==> src/rtl/bcd2bin_seq.sv <==
// bcd2bin_seq: sequential BCD-to-binary converter using reverse double-dabble.
// Each CONVERT cycle shifts the combined BCD/binary register right by one bit.
// After the shift, every BCD digit that is >= 8 has 3 subtracted from it.
// A start that carries a non-decimal digit skips the conversion. It reports
// invalid with a zero result in the very next cycle.
module bcd2bin_seq #(
    parameter int DIGITS = 3,
    parameter int BIN_W  = 10
) (
    input  logic                  clk,
    input  logic                  reset,
    input  logic                  start,
    input  logic [4*DIGITS-1:0]   bcd_in,
    output logic                  busy,
    output logic                  done,
    output logic [BIN_W-1:0]      bin_out,
    output logic                  invalid
);

    localparam int BCD_W = 4 * DIGITS;
    localparam int SR_W  = 2 * BCD_W;
    localparam int CNT_W = $clog2(BCD_W + 1);
    localparam logic [CNT_W-1:0] LAST_CNT = CNT_W'(BCD_W - 1);

    typedef enum logic [1:0] {
        S_IDLE,
        S_CONVERT,
        S_DONE
    } state_t;

    state_t              state_q, state_d;
    logic [SR_W-1:0]     sreg_q, sreg_d;
    logic [CNT_W-1:0]    cnt_q, cnt_d;
    logic [BIN_W-1:0]    bin_q, bin_d;
    logic                inv_q, inv_d;
    logic [SR_W-1:0]     sreg_step;
    logic                bad_digit;

    // True when any 4-bit digit of the packed BCD value exceeds 9.
    function automatic logic has_bad_digit(input logic [BCD_W-1:0] v);
        logic bad;
        bad = 1'b0;
        for (int i = 0; i < DIGITS; i++) begin
            if (v[4*i +: 4] > 4'd9) begin
                bad = 1'b1;
            end
        end
        return bad;
    endfunction

    // One reverse double-dabble step: shift right, then correct each BCD digit.
    // The correction only applies to digits >= 8, so it can never underflow.
    function automatic logic [SR_W-1:0] shift_correct(input logic [SR_W-1:0] s);
        logic [SR_W-1:0] r;
        logic [3:0]      d;
        r = s >> 1;
        for (int i = 0; i < DIGITS; i++) begin
            d = r[BCD_W + 4*i +: 4];
            if (d >= 4'd8) begin
                r[BCD_W + 4*i +: 4] = d - 4'd3;
            end
        end
        return r;
    endfunction

    // Datapath helpers: the next shift step and the validity check of the input.
    always_comb begin
        sreg_step = shift_correct(sreg_q);
        bad_digit = has_bad_digit(bcd_in);
    end

    // Next-state logic. Start is accepted in IDLE and DONE only.
    always_comb begin
        state_d = state_q;
        sreg_d  = sreg_q;
        cnt_d   = cnt_q;
        bin_d   = bin_q;
        inv_d   = inv_q;
        case (state_q)
            S_IDLE, S_DONE: begin
                if (start) begin
                    if (bad_digit) begin
                        bin_d   = '0;
                        inv_d   = 1'b1;
                        state_d = S_DONE;
                    end else begin
                        sreg_d  = {bcd_in, {BCD_W{1'b0}}};
                        inv_d   = 1'b0;
                        cnt_d   = '0;
                        state_d = S_CONVERT;
                    end
                end else if (state_q == S_DONE) begin
                    state_d = S_IDLE;
                end
            end
            S_CONVERT: begin
                sreg_d = sreg_step;
                cnt_d  = cnt_q + 1'b1;
                if (cnt_q == LAST_CNT) begin
                    bin_d   = sreg_step[BIN_W-1:0];
                    state_d = S_DONE;
                end
            end
            default: begin
                state_d = S_IDLE;
            end
        endcase
    end

    // State and datapath registers. Reset clears everything and takes priority over start.
    always_ff @(posedge clk) begin
        if (reset) begin
            state_q <= S_IDLE;
            sreg_q  <= '0;
            cnt_q   <= '0;
            bin_q   <= '0;
            inv_q   <= 1'b0;
        end else begin
            state_q <= state_d;
            sreg_q  <= sreg_d;
            cnt_q   <= cnt_d;
            bin_q   <= bin_d;
            inv_q   <= inv_d;
        end
    end

    assign busy    = (state_q == S_CONVERT);
    assign done    = (state_q == S_DONE);
    assign bin_out = bin_q;
    assign invalid = inv_q;

endmodule

==> config.mk <==
export PLATFORM = sky130hd
export DESIGN_NAME = bcd2bin_seq
export DESIGN_NICKNAME = d
export VERILOG_FILES = /design/src/rtl/bcd2bin_seq.sv
export SDC_FILE = /design/constraint.sdc
export NUM_CORES = 1
export LEC_CHECK = 0
export CORE_UTILIZATION = 50
export CTS_BUF_LIST = sky130_fd_sc_hd__clkbuf_2 sky130_fd_sc_hd__clkbuf_4 sky130_fd_sc_hd__clkbuf_8
export CTS_CLUSTER_SIZE = 20
export DETAILED_ROUTE_END_ITERATION = 10
export PLACE_DENSITY = 0.78
export SETUP_SLACK_MARGIN = 0.05
export SYNTH_ARGS = -nofsm -noshare
export SYNTH_HDL_FRONTEND = slang
export SYNTH_SLANG_ARGS = --single-unit
export TNS_END_PERCENT = 100
==> constraint.sdc <==
create_clock -name clk -period 2.3 [get_ports clk]
set_input_delay 0.345 -clock clk [delete_from_list [all_inputs] [get_ports clk]]
set_output_delay 0.345 -clock clk [all_outputs]
set_load 0.02 [all_outputs]
After elaboration in Yosys (flattened, before gate mapping)
Index checks and enable logic that the tools add are counted.
{ "word_totals": {"reg_bits": 41, "input_bits": 15, "out_inout_bits": 13, "wordCells": 52} }
{ "classes": {"addsub": 4, "order_cmp": 6, "eq_ne": 8, "n_mux": 22, "reduce_logical": 7} }
{ "op_table": {"columns": ["cell", "count"], "rows": [
  ["$mux 24", 2],
  ["$pmux 24 s2", 1],
  ["$mux 10", 3],
  ["$mux 4", 5],
  ["$pmux 10 s2", 1],
  ["$gt 4x4->1 const B", 3],
  ["$ge 4x4->1 const B", 2],
  ["$mux 2", 4],
  ["$pmux 4 s2", 1],
  ["$sub 4x2->4 const B", 2],
  ["$ne 2x2->1 const B", 3],
  ["$add 4x1->4 const B", 1],
  ["$eq 4x4->1 const B", 1],
  ["$ge 3x4->1 const B", 1],
  ["$mux 1", 4],
  ["$pmux 2 s2", 1],
  ["$reduce_and 2->1", 2],
  ["$reduce_and 4->1", 1],
  ["$sub 3x2->4 const B", 1],
  ["$ne 3x3->1 const B", 1],
  ["$reduce_and 3->1", 1],
  ["$eq 2x1->1 const B", 1],
  ["$eq 2x2->1 const B", 1],
  ["$logic_not 2->1", 1],
  ["other kinds (3)", 3]
]} }

Logic depth before layout (Yosys ltp)
{ "logic_depth": {"word_depth": 7, "mapped_depth": 6} }

Worst setup path after synthesis
No wires, ideal clock.
{ "synth_path": {"path_type": "in2reg", "from": "input bcd_in[1]", "to": "register bin_q[0] (netlist: bin_out[0])", "setup_time_ns": 0.059, "arrival_time_ns": 1.480, "slack_ns": 0.761, "stages": 4, "path_buffers": 0, "cell_sequence": "o21a_2 > or4_4 > a21oi_4 > a22o_1"} }
{ "synth_via": {"elab_chain_len": 6} }
{ "synth_rtl": {"columns": ["element", "line", "text"], "rows": [
  ["start: declaration", "13", "input logic [4*DIGITS-1:0] bcd_in,"],
  ["$gt 4x4->1", "44", "if (v[4*i +: 4] > 4'd9) begin"],
  ["$mux 1 (3 in series)", "44", null],
  ["$ne 2x2->1 (no line)", null, null],
  ["$reduce_and 4->1 (no line)", null, null],
  ["end signal: assignment", "122", "bin_q <= bin_d;"],
  ["end: declaration", "34", "logic [BIN_W-1:0] bin_q, bin_d;"]
]} }
Every way passes these cells.
A chain may end at the register's enable or synchronous reset.

Final worst setup path
{ "layout_path": {"from": "input bcd_in[5]", "to": "register cnt_q[0]"} }
{ "layout_via": {"elab_chain_len": 5} }
{ "layout_rtl": {"columns": ["element", "line", "text"], "rows": [
  ["$gt 4x4->1", "44", null],
  ["$mux 1 (2 in series)", "44", null],
  ["$ne 2x2->1 (no line)", null, null],
  ["$reduce_and 3->1 (no line)", null, null],
  ["end signal: assignment", "121", "cnt_q <= cnt_d;"],
  ["end: declaration", "33", "logic [CNT_W-1:0] cnt_q, cnt_d;"]
]} }
Every way passes these cells.

==> impl_metrics.env <==
export IMPL_grt_first_pass_wirelength_mm=6.22
export IMPL_post_synth_instance_area_um2=1670
export IMPL_worst_clock_skew_ns=0.00849
export IMPL_hold_viol=0
export IMPL_dieHeight_um=59.7
export IMPL_critPathBufInv=1
export IMPL_numCtsBuffers=5
export IMPL_synth_ff_type="dfxtp_1"
export IMPL_max_slew_margin_pct=27.4
export IMPL_layout_commonest_cell="dfxtp_1"
export IMPL_grt_max_degree=23
export IMPL_ys_async_sr_fraction_pct=0
export IMPL_fin_crit_sh_pct=87.1
export IMPL_layout_common_cells="40 x dfxtp_1, 27 x clkdlybuf4s50_1, 20 x nand2_1, 20 x a22o_1, 15 x nor2_1"
export IMPL_post_cts_setup_buffer_count=0
export IMPL_regArea_um2=801
export IMPL_worst_slack_ns=0.297
export IMPL_multi_input_area_um2=810
export IMPL_cpLargestDelayFamily="simple AND/OR/NAND/NOR gates"
export IMPL_drt_iter0_markers=68
export IMPL_synth_cell_types=33
export IMPL_tightestPinTransition_ns=1.08
export IMPL_syn_to_final_growth_pct=26.7
export IMPL_max_clock_path_buffers=2
export IMPL_arrival_ns=2.30
export IMPL_synth_top_area_cell="dfxtp_1"
export IMPL_max_stage_delay_ns=0.83
export IMPL_die_area_um2=3570
export IMPL_drc_errors=0
export IMPL_design_area_um2=2110
export IMPL_critPathMaxFanout=11
export IMPL_first_pass_iters=5
export IMPL_pre_cts_ws_ns=-0.0922
export IMPL_wire_per_inst_um=14.3
export IMPL_power_density_nw_per_um2=676
export IMPL_nNetsFinal=226
export IMPL_core_area_um2=3100
export IMPL_postPlaceCellArea_um2=2010
export IMPL_finalMaxSlewViolations=0
export IMPL_fmax_mhz=499
export IMPL_ant_nets=0
export IMPL_clkSinkCount=40
export IMPL_crit_type="in2reg"
export IMPL_critical_path_required_ns=2.60
export IMPL_io_buffers=27
export IMPL_maxCapViolCount=0
export IMPL_antenna_found_initial=0
export IMPL_start_util_pct=53.7
export IMPL_ys_ff_latch=40
export IMPL_crit_chain="clkdlybuf4s50_1, o21a_1, nor4_4, nor3_1, mux2_2"
export IMPL_fin_crit_ns=2.00
export IMPL_gp_congestion=0.831
export IMPL_post_cts_resized=0
export IMPL_fin_util_pct=68.0
export IMPL_cts_clk_slew_worst_paths_ns=0.12
export IMPL_diodes=0
export IMPL_synth_edff_count=0
export IMPL_fillers=281
export IMPL_num_rows=20
export IMPL_overflow=0
export IMPL_yosys_warnings=0
export IMPL_cts_hold_fix_buffers=0
export IMPL_grt_total_usage_pct=23.4
export IMPL_design_portCount=28
export IMPL_wl_mm=3.60
export IMPL_cts_htree_levels=2
export IMPL_ir_drop_mv=0.416
export IMPL_setup_tns_ns=0
export IMPL_hold_path_class="reg2reg"
export IMPL_ys_seq_area_share_pct=48.1
export IMPL_syn_instance_count=172
export IMPL_run_status="finished, final reports clean"
export IMPL_synth_top_cells_by_area="dfxtp_1 48%, a22o_1 11%, nand2_1 4.5%, ha_1 3.8%, nor2_1 3.4%"
export IMPL_avgSynthCellArea_um2=9.68
export IMPL_hold_worst_slack_ns=0.467
export IMPL_fp_dieW_um=59.7
export IMPL_vias=1393
export IMPL_synth_fp_nets=192
export IMPL_hpwl_mm=2.52
export IMPL_clock_latency_ns=0.35
export IMPL_synth_top_area_share_pct=48.1
export IMPL_critPathSlowestCell="nor3_1"
export IMPL_cts_root_buf="clkbuf_4"
export IMPL_worstSetupStartpointType="primary input"
export IMPL_drive_gt1_share_pct=11.6
export IMPL_cts_tree="yes"
export IMPL_rsz0062_at_grt="false"
export IMPL_via_per_inst=5.55
export IMPL_endpoint_kind="register"
export IMPL_setup_viol=0
export IMPL_grt_pass1_vias=1402
export IMPL_leakage_nw=0.767
Yosys cell counts, types with 2 or more instances:
master,number
dfxtp_1,40
nand2b_1,4
nor2_1,15
o21ai_0,4
xnor2_1,4
nor3_1,3
nor2b_1,2
nor4_1,2
inv_1,4
a22oi_1,4
a22o_1,20
ha_1,5
clkbuf_1,5
nand3_1,2
buf_2,2
a311oi_1,6
o21a_1,2
a21oi_1,9
nand2_1,20
o211ai_1,6
path summary, 6_finish.rpt:
check | cells past startpoint | slack [ns] | startpoint | end
max | 5 | 0.30 | bcd_in[5] | cnt_q[0]
min | 2 | 0.47 | sreg_q[12] | sreg_q[12]
max reg2reg | 4 | 0.41 | state_q[0] | cnt_q[0]
min reg2reg | 2 | 0.47 | sreg_q[12] | sreg_q[12]
power by group:
group	internal, W	total [W]	switching [W]	leakage (nW)
clock network	0.000289	0.000517	0.000228	0.0515
logic	0.0000817	0.000177	0.0000948	0.391
registers	0.000713	0.000732	0.0000194	0.324
total	0.00108	0.00143	0.000343	0.767
layout make-up:
class | instances | area share [%]
sequential | 40 | 38.0
timing repair buffer | 35 | 15.7
clock buffer | 7 | 3.08
clock inverter | 1 | 1.42
multi-input combinational | 119 | 38.4
inverter | 5 | 0.890
tap | 44 | 2.61
worst min-delay path, cell delays in order, from the launching register on:
cell and delay [ns]:
dfxtp_1 0.33, nand2_1 0.05, a21oi_1 0.05
registers in the layout, summed over array words and instances (netlist names):
| signal | flops |
|---|---|
| sreg_q | 23 |
| invalid | 1 |
| state_q | 2 |
| cnt_q | 4 |
| bin_out | 10 |
through the flow:
step | power, W | instances
4_1_cts | 0.00143 | 251
6_report | 0.00143 | 251
5_1_grt | 0.00148 | 251
2_1_floorplan | 0.000850 | 172
3_5_place_dp | 0.000924 | 243
3_3_place_gp | 0.000917 | 243
cell families (layout without fill, tap and decap cells):
logic type | after synthesis | in the layout | share of synthesized area [%]
DFF | 40 | 40 | 48.1
AOI/OAI and AO/OA | 56 | 56 | 26.3
xor gates and xnor gates | 4 | 4 | 2.10
muxes | 1 | 1 | 0.676
buffers and inverters | 13 | 48 | 3.31
adders and majority gates | 5 | 5 | 3.76
and+or+nand+nor | 53 | 53 | 15.8
per-layer routing:
layer | GRT usage [%] | vias to the layer above | wire (µm)
met3 | 4.98 | 3 | 127
met5 | 0 | - | 0
met4 | 8.64 | 0 | 33
met1 | 30.7 | 668 | 1750
li1 | - | 698 | -
met2 | 37.9 | 24 | 1690
Power figures use the tool's default switching activity.
